<file path="src/rtl/user_ip_pwm_timer.sv">
// Multi-channel APB4 timer/PWM user IP.
// A shared prescaler and up-counter with a programmable period drive one
// compare output per channel. Period and compare writes land in shadow
// registers and reach the active copies only at an update event (counter
// wrap) or while the timer is disabled. This keeps PWM edges glitch-free.
module user_ip_pwm_timer #(
    parameter logic [7:0] ID         = 8'd255,
    parameter int         CH_NUM     = 4,
    parameter int         CNT_WIDTH  = 16,
    parameter int         DIV_WIDTH  = 8,
    parameter int         GPIO_WIDTH = 8
) (
    input  logic                  clk_i,
    input  logic                  rst_n_i,
    input  logic                  psel,
    input  logic                  penable,
    input  logic                  pwrite,
    input  logic [31:0]           paddr,
    input  logic [31:0]           pwdata,
    output logic [31:0]           prdata,
    output logic                  pready,
    output logic                  pslverr,
    output logic [GPIO_WIDTH-1:0] gpio_out,
    output logic [GPIO_WIDTH-1:0] gpio_oen
);

    logic                 wr, rd;
    logic [7:0]           addr;
    logic [2:0]           cmp_idx;
    logic                 cmp_hit;
    logic                 wr_ctrl, wr_div, wr_cnt, wr_period, wr_stat, wr_cmp;
    logic                 en;
    logic [CH_NUM-1:0]    ch_en, pol;
    logic [DIV_WIDTH-1:0] div_val, div_cnt;
    logic [CNT_WIDTH-1:0] cnt, period_sh, period_act;
    logic [CNT_WIDTH-1:0] cmp_sh  [CH_NUM];
    logic [CNT_WIDTH-1:0] cmp_act [CH_NUM];
    logic                 ovf, upd_pend;
    logic                 tick, upd_evt, load, shadow_wr;
    logic [GPIO_WIDTH-1:0] out_nxt, oen_nxt;
    logic                 unused_bits;

    assign wr      = psel & penable & pwrite;
    assign rd      = psel & penable & ~pwrite;
    assign pready  = 1'b1;
    assign pslverr = 1'b0;
    assign addr    = paddr[7:0];
    assign cmp_idx = addr[4:2];
    assign cmp_hit = (addr[7:5] == 3'b001) && (addr[1:0] == 2'b00)
                     && ({29'd0, cmp_idx} < 32'(CH_NUM));

    assign wr_ctrl   = wr && (addr == 8'h04);
    assign wr_div    = wr && (addr == 8'h08);
    assign wr_cnt    = wr && (addr == 8'h0C);
    assign wr_period = wr && (addr == 8'h10);
    assign wr_stat   = wr && (addr == 8'h14);
    assign wr_cmp    = wr && cmp_hit;

    // A direct CNT write takes priority over the wrap, so it also suppresses the update event.
    assign tick      = en && (div_cnt == div_val);
    assign upd_evt   = tick && !wr_cnt && (cnt >= period_act);
    assign load      = upd_evt || !en;
    assign shadow_wr = wr_period || wr_cmp;

    assign unused_bits = ^{paddr[31:8], pwdata};

    // Control and shadow registers written from the bus
    always_ff @(posedge clk_i) begin
        if (!rst_n_i) begin
            en        <= 1'b0;
            ch_en     <= '0;
            pol       <= '0;
            div_val   <= '0;
            period_sh <= '0;
            for (int i = 0; i < CH_NUM; i++) cmp_sh[i] <= '0;
        end else begin
            if (wr_ctrl) begin
                en    <= pwdata[0];
                ch_en <= pwdata[8 +: CH_NUM];
                pol   <= pwdata[16 +: CH_NUM];
            end
            if (wr_div)    div_val   <= pwdata[DIV_WIDTH-1:0];
            if (wr_period) period_sh <= pwdata[CNT_WIDTH-1:0];
            for (int i = 0; i < CH_NUM; i++) begin
                if (wr_cmp && (cmp_idx == 3'(i))) cmp_sh[i] <= pwdata[CNT_WIDTH-1:0];
            end
        end
    end

    // Prescaler: counts 0..DIV while enabled, parked at 0 when disabled
    always_ff @(posedge clk_i) begin
        if (!rst_n_i || !en || tick) div_cnt <= '0;
        else                         div_cnt <= div_cnt + DIV_WIDTH'(1);
    end

    // Main counter: bus load, wrap at active period, or advance on tick
    always_ff @(posedge clk_i) begin
        if (!rst_n_i)     cnt <= '0;
        else if (wr_cnt)  cnt <= pwdata[CNT_WIDTH-1:0];
        else if (upd_evt) cnt <= '0;
        else if (tick)    cnt <= cnt + CNT_WIDTH'(1);
    end

    // Sticky overflow flag; a new update event beats a same-cycle clear
    always_ff @(posedge clk_i) begin
        if (!rst_n_i)                  ovf <= 1'b0;
        else if (upd_evt)              ovf <= 1'b1;
        else if (wr_stat && pwdata[0]) ovf <= 1'b0;
    end

    // Shadow-to-active transfer; a shadow write in the load cycle stays pending
    always_ff @(posedge clk_i) begin
        if (!rst_n_i) begin
            period_act <= '0;
            upd_pend   <= 1'b0;
            for (int i = 0; i < CH_NUM; i++) cmp_act[i] <= '0;
        end else begin
            if (load) begin
                period_act <= period_sh;
                for (int i = 0; i < CH_NUM; i++) cmp_act[i] <= cmp_sh[i];
            end
            if (shadow_wr) upd_pend <= 1'b1;
            else if (load) upd_pend <= 1'b0;
        end
    end

    // Next pad values; unused pad bits are parked as inputs driving 0
    always_comb begin
        out_nxt = '0;
        oen_nxt = '1;
        for (int i = 0; i < CH_NUM; i++) begin
            out_nxt[i] = ch_en[i] ? ((cnt < cmp_act[i]) ^ pol[i]) : pol[i];
            oen_nxt[i] = ~ch_en[i];
        end
    end

    // Registered pad outputs
    always_ff @(posedge clk_i) begin
        if (!rst_n_i) begin
            gpio_out <= '0;
            gpio_oen <= '1;
        end else begin
            gpio_out <= out_nxt;
            gpio_oen <= oen_nxt;
        end
    end

    // Read mux; zero outside read cycles and for unmapped addresses
    always_comb begin
        prdata = '0;
        if (rd) begin
            case (addr)
                8'h00: prdata = {24'd0, ID};
                8'h04: begin
                    prdata[0]            = en;
                    prdata[8 +: CH_NUM]  = ch_en;
                    prdata[16 +: CH_NUM] = pol;
                end
                8'h08: prdata = 32'(div_val);
                8'h0C: prdata = 32'(cnt);
                8'h10: prdata = 32'(period_sh);
                8'h14: prdata = {30'd0, upd_pend, ovf};
                default: begin
                    for (int i = 0; i < CH_NUM; i++) begin
                        if (cmp_hit && (cmp_idx == 3'(i))) prdata = 32'(cmp_sh[i]);
                    end
                end
            endcase
        end
    end

endmodule

</file>
<file path="config.mk">
export PLATFORM = sky130hd
export DESIGN_NAME = user_ip_pwm_timer
export DESIGN_NICKNAME = d
export VERILOG_FILES = /design/src/rtl/user_ip_pwm_timer.sv
export SDC_FILE = /design/constraint.sdc
export NUM_CORES = 1
export LEC_CHECK = 0
export CAP_MARGIN = 25
export CORE_MARGIN = 5
export CORE_UTILIZATION = 40
export CTS_CLUSTER_SIZE = 25
export DETAILED_ROUTE_END_ITERATION = 7
export GPL_TIMING_DRIVEN = 0
export HOLD_SLACK_MARGIN = 0.06
export PLACE_DENSITY = 0.67
export SKIP_CTS_REPAIR_TIMING = 1
export SYNTH_ARGS = -nofsm -noshare
export SYNTH_HDL_FRONTEND = slang
export SYNTH_SLANG_ARGS = --single-unit
</file>
<file path="constraint.sdc">
create_clock -name clk_i -period 6.6 [get_ports clk_i]
set_clock_uncertainty 0.1 [all_clocks]
set_input_delay 0.66 -clock clk_i [delete_from_list [all_inputs] [get_ports clk_i]]
set_output_delay 0.66 -clock clk_i [all_outputs]
set_load 0.05 [all_outputs]
</file>
==> impl_metrics.ini, run 1 <==
[grt]
grt-ovfl-total = 0
grt_pass1_vias = 9380
grt_start_max_net_pins = 27
antenna_found_initial = 1
grt_pass1_wl_um = 53900
track_usage_pct = 21.0

[logic_synthesis]
async_reset_ff_share_pct = 0
synthCells = 1182
ys_warn_count = 0
syn-cell-area_sq_mm = 0.0117
ys_ff_latch = 211
ys_dominant_reg_cell = edfxtp_1
syn_avg_cell_area_sq_um = 9.93
synth.distinct_cells = 59
synth-edff-count = 128
seq_area_frac_synth_pct = 46.9

[finish]
final_cell_mix = 128 x edfxtp_1, 95 x nand2_1, 90 x inv_1
syn_to_final_growth_pct = 17.9
fin_area_sq_mm = 0.0138
fin_util_pct = 48.0
stdcell_count = 1695
drive_gt1_share_pct = 7.63
final_nets = 1439
final_common_cell = edfxtp_1
n_antenna_cell = 0

[route]
drc_errors = 0
drtIter0Drc = 1167
routed_via_density = 5.77
vias = 9783
routed_wirelength_um = 35800
drt-wirelength-per-cell_um = 21.1
drt-pass1-iter-count = 6
ant_nets = 0

[power]
total_power_mw = 3.09
clkPwrFrac_pct = 45.5
power.density_mw_per_mm2 = 223
max-vdd-ir-drop_v = 0.000158
p_leak_nw = 5.40
seqPwrFrac_pct = 47.0
switching_share_pct = 23.6
p_int_mw = 2.36
p_sw_uw = 728
p_comb_share_pct = 7.5

[sta]
hold_violations = 0
slew_headroom_pct = 36.0
setup_slack_ns = 1.27
fmaxAchievable_mhz = 188
drv_slew = 0
setup_viol = 0
final.min_clock_period_ns = 5.33
fin_crit_sh_pct = 80.7
worst_hold_slack_ns = 0.370
fin_tns_setup_ns = 0
tightest_slew_ns = 0.960
rsz0062_at_grt = false

[run_status]
status = finished clean

[die]
fp.dieH_um = 181
core-area_sq_mm = 0.0289
initial_core_util_pct = 40.7
io_pins = 119
die_width_um = 181
row_count = 62
dieArea_sq_mm = 0.0329

[worst_hold_path]
holdPathStages = 1
hold_path_class = flop to flop

[clock_network]
clock_latency_ns = 0.54
cts_htree_levels = 1
cts_tree = yes
clockBufferDepth = 3
root_buffer = clkbuf_16
cts_buffers = 25
clk_pin_slew_ns = 0.06
cts_sinks = 211

[worst_setup_path]
arrival_ns = 4.57
crit_type = input port to primary output
start_kind = input port
r2r_cells = 8
worstPathRequired_ns = 5.84
cp-end-kind = primary output
crit_fanout = 10

[placement]
place_area_sq_mm = 0.0130
routabilityCongestion = 0.947
dp_hpwl_um = 27200
place_inst = 1648
dp_slack_ns = 1.17
portBuffers = 58

[flow_run]
drv_cap = 0
==> power groups by stage <==
stage          Sequential, mW  Combinational [mW]  Clock, mW
3_5_place_dp             1.48               0.225          0
4_1_cts                  1.45               0.227       1.42
3_3_place_gp             1.48               0.218          0
6_report                 1.45               0.230       1.41
5_1_grt                  1.46               0.247       1.47
2_1_floorplan            1.47               0.140          0
==> routing by layer <==
metal | vias up | part of all wire (%) | track usage [%]
met1 | 4647 | 42 | 29.0
met3 | 92 | 10 | 4.34
li1 | 4515 | - | -
met2 | 527 | 44 | 32.5
met5 | - | 0.036 | 0
met4 | 2 | 4.1 | 7.81
==> logic make-up (layout without fill, tap and decap cells) <==
group,count (synthesis),in the layout,synth area share (%)
mux,37,37,4.22
buf+inv,183,292,6.73
other cells,2,22,0.0640
simple gates,454,454,21.6
flops,211,211,46.9
fa+ha+maj,78,78,8.31
xor+xnor,22,22,1.64
compound gates,195,195,10.5
==> synthesized netlist by cell type, types with 12 or more instances <==
cell      instances  area (sq um)
a21o_1           13          97.6
nand3_1          36           180
nor2_1           41           154
and3_1           88           551
buf_4            22           165
edfxtp_1        128          3840
ha_1             78           976
dfxtp_1          83          1660
xnor2_1          12           105
clkbuf_1         53           199
a21oi_1          67           335
mux2i_1          27           270
nand2_1          95           357
nand4_1          62           388
inv_1            90           338
o21ai_0          34           170
and2_1           67           419
nand4b_1         18           158
==> cell type report <==
class / count / area [sq um]
well taps: 384 / 480
clock inverters: 10 / 110
flip-flops and latches: 211 / 5510
clock buffers: 36 / 731
inverters: 91 / 342
plain buffers: 92 / 448
fillers: 2667 / 15000
multi-input cells: 808 / 5560
repair buffers: 63 / 666
==> final timing paths <==
check             startpoint        endpoint  slack, ns
setup / recovery    paddr[2]      prdata[10]       1.27
hold / removal      ch_en[3]     gpio_oen[3]       0.37
setup reg to reg     cnt[11]  cmp_act[3][15]       3.16
hold reg to reg     ch_en[3]     gpio_oen[3]       0.37
==> sequential cells by signal (all words and copies together) (netlist names), 4 cells and up <==
name	count
cmp_act	64
cmp_sh	64
cnt	16
period_act	16
period_sh	16
div_cnt	8
div_val	8
ch_en	4
gpio_oen	4
gpio_out	4
pol	4
==> critical path: stages <==
cell and delay [ns]:
clkdlybuf4s50_1 0.60, buf_1 0.66, clkbuf_1 0.71, mux2i_1 0.20, o21ai_0 0.42, a22oi_1 0.15, a31oi_1 0.30, clkdlybuf4s50_1 0.86
Power figures use the tool's default switching activity.
==> run 2: changes to the inputs <==
--- a/config.mk
+++ b/config.mk
@@ -12,7 +12,7 @@
 export DETAILED_ROUTE_END_ITERATION = 7
 export GPL_TIMING_DRIVEN = 0
 export HOLD_SLACK_MARGIN = 0.06
-export PLACE_DENSITY = 0.67
+export PLACE_DENSITY = 0.69
 export SKIP_CTS_REPAIR_TIMING = 1
 export SYNTH_ARGS = -nofsm -noshare
 export SYNTH_HDL_FRONTEND = slang
==> constraint.sdc (replaced) <==
create_clock -name clk_i -period 4.3 [get_ports clk_i]
set_clock_uncertainty 0.1 [all_clocks]
set_input_delay 0.43 -clock clk_i [delete_from_list [all_inputs] [get_ports clk_i]]
set_output_delay 0.43 -clock clk_i [all_outputs]
set_load 0.05 [all_outputs]
==> run 2 against run 1 <==
Clock power grew 49%. Wire length shrank 0.50%. Total power grew 51%. Cell count is essentially flat. Worst hold slack lost 0.011 ns. Critical path type unchanged. Critical endpoint is now prdata[6]. Largest cell class unchanged.
==> impl_metrics.ini, run 2 (synthesis gave the netlist of run 1 again) <==
[sta]
drv_slew = 0
fin_crit_sh_pct = 99.3
setup_viol = 0
final.min_clock_period_ns = 4.27
hold_violations = 0
fin_tns_setup_ns = 0
slew_headroom_pct = 33.9
tightest_slew_ns = 0.992
fmaxAchievable_mhz = 234

[power]
seqPwrFrac_pct = 47.7
switching_share_pct = 23.9
p_comb_share_pct = 7.5
power.density_mw_per_mm2 = 338
p_leak_nw = 5.67
p_sw_mw = 1.12
p_int_mw = 3.56
max-vdd-ir-drop_v = 0.000239
clkPwrFrac_pct = 44.8

[grt]
grt-ovfl-total = 0
antenna_found_initial = 1
grt_pass1_wl_um = 54800
grt_start_max_net_pins = 35
track_usage_pct = 21.1
grt_pass1_vias = 9341

[worst_setup_path]
crit_fanout = 10
start_kind = input port
worstPathRequired_ns = 3.77
cp-end-kind = primary output
crit_type = input port to primary output
arrival_ns = 3.74

[clock_network]
cts_htree_levels = 1
cts_sinks = 211
cts_buffers = 24
clk_pin_slew_ns = 0.06
clock_latency_ns = 0.52
root_buffer = clkbuf_16
clockBufferDepth = 3
cts_tree = yes

[placement]
portBuffers = 58
routabilityCongestion = 0.933
dp_hpwl_um = 27000
place_area_sq_mm = 0.0130

[die]
row_count = 62
core-area_sq_mm = 0.0289
io_pins = 119
dieArea_sq_mm = 0.0329
fp.dieH_um = 181
initial_core_util_pct = 40.7
die_width_um = 181

[route]
drt-wirelength-per-cell_um = 21.0
drc_errors = 0
vias = 9780
drtIter0Drc = 1160
routed_via_density = 5.77
ant_nets = 0
routed_wirelength_um = 35600
drt-pass1-iter-count = 6

[finish]
final_cell_mix = 128 x edfxtp_1, 95 x nand2_1, 90 x inv_1
fin_area_sq_mm = 0.0139
syn_to_final_growth_pct = 18.0
reg_top3 = cmp_act: 64 flops, cmp_sh: 64 flops
final_common_cell = edfxtp_1
n_antenna_cell = 0
drive_gt1_share_pct = 7.86
final_nets = 1439

[run_status]
status = finished clean

[worst_hold_path]
hold_path_class = flop to flop

[flow_run]
drv_cap = 0
-- run 2: metrics by stage --
stage          setup slack [ns]  power, mW  cells  hold WS (ns)  utilization, %
2_1_floorplan             0.494       2.48   1202         0.284               -
3_3_place_gp              -1.18       2.61   1644         0.341            44.6
3_5_place_dp             -0.425       2.62   1650         0.341            45.1
4_1_cts                  -0.440       4.68   1694         0.357            47.9
5_1_grt                -0.00680       4.81   1694         0.377            48.0
6_report                 0.0308       4.68   1694         0.359            48.0
-- run 2: metal layers --
layer	share of wire [%]	track usage, %	vias up
li1	-	-	4515
met1	42	29.9	4653
met2	45	33.7	526
met3	10	3.98	86
met4	2.9	5.13	0
met5	0	0	-
-- run 2: area by class of cell --
type | instances | area, sq um
fillers | 2685 | 15000
multi-input cells | 808 | 5560
flip-flops and latches | 211 | 5510
clock buffers | 32 | 716
repair buffers | 64 | 698
well taps | 384 | 480
plain buffers | 92 | 450
inverters | 91 | 342
clock inverters | 12 | 97.6
-- run 2: power by group through the flow --
stage | clock (mW) | sequential [mW] | combinational (mW)
finish | 2.10 | 2.23 | 0.353
global route | 2.20 | 2.23 | 0.381
CTS | 2.11 | 2.23 | 0.347
detailed placement | 0 | 2.27 | 0.345
global placement | 0 | 2.27 | 0.333
floorplan | 0 | 2.26 | 0.216
-- run 2: path summary, 6_finish.rpt --
| path | start | slack (ns) | depth (start not counted) | to |
|---|---|---|---|---|
| setup / recovery | paddr[1] | 0.03 | 8 | prdata[6] |
| hold / removal | ch_en[3] | 0.36 | 1 | gpio_oen[3] |
| setup reg to reg | cnt[10] | 0.74 | 8 | cmp_act[1][13] |
| hold reg to reg | ch_en[3] | 0.36 | 1 | gpio_oen[3] |
-- run 2: critical path, cell delays in order --
cell	delay [ns]
clkdlybuf4s50_1	0.40
or4_4	0.56
nor3b_1	0.43
buf_2	0.33
buf_1	0.47
a21oi_1	0.15
a311oi_1	0.46
dlymetal6s2s_1	0.50
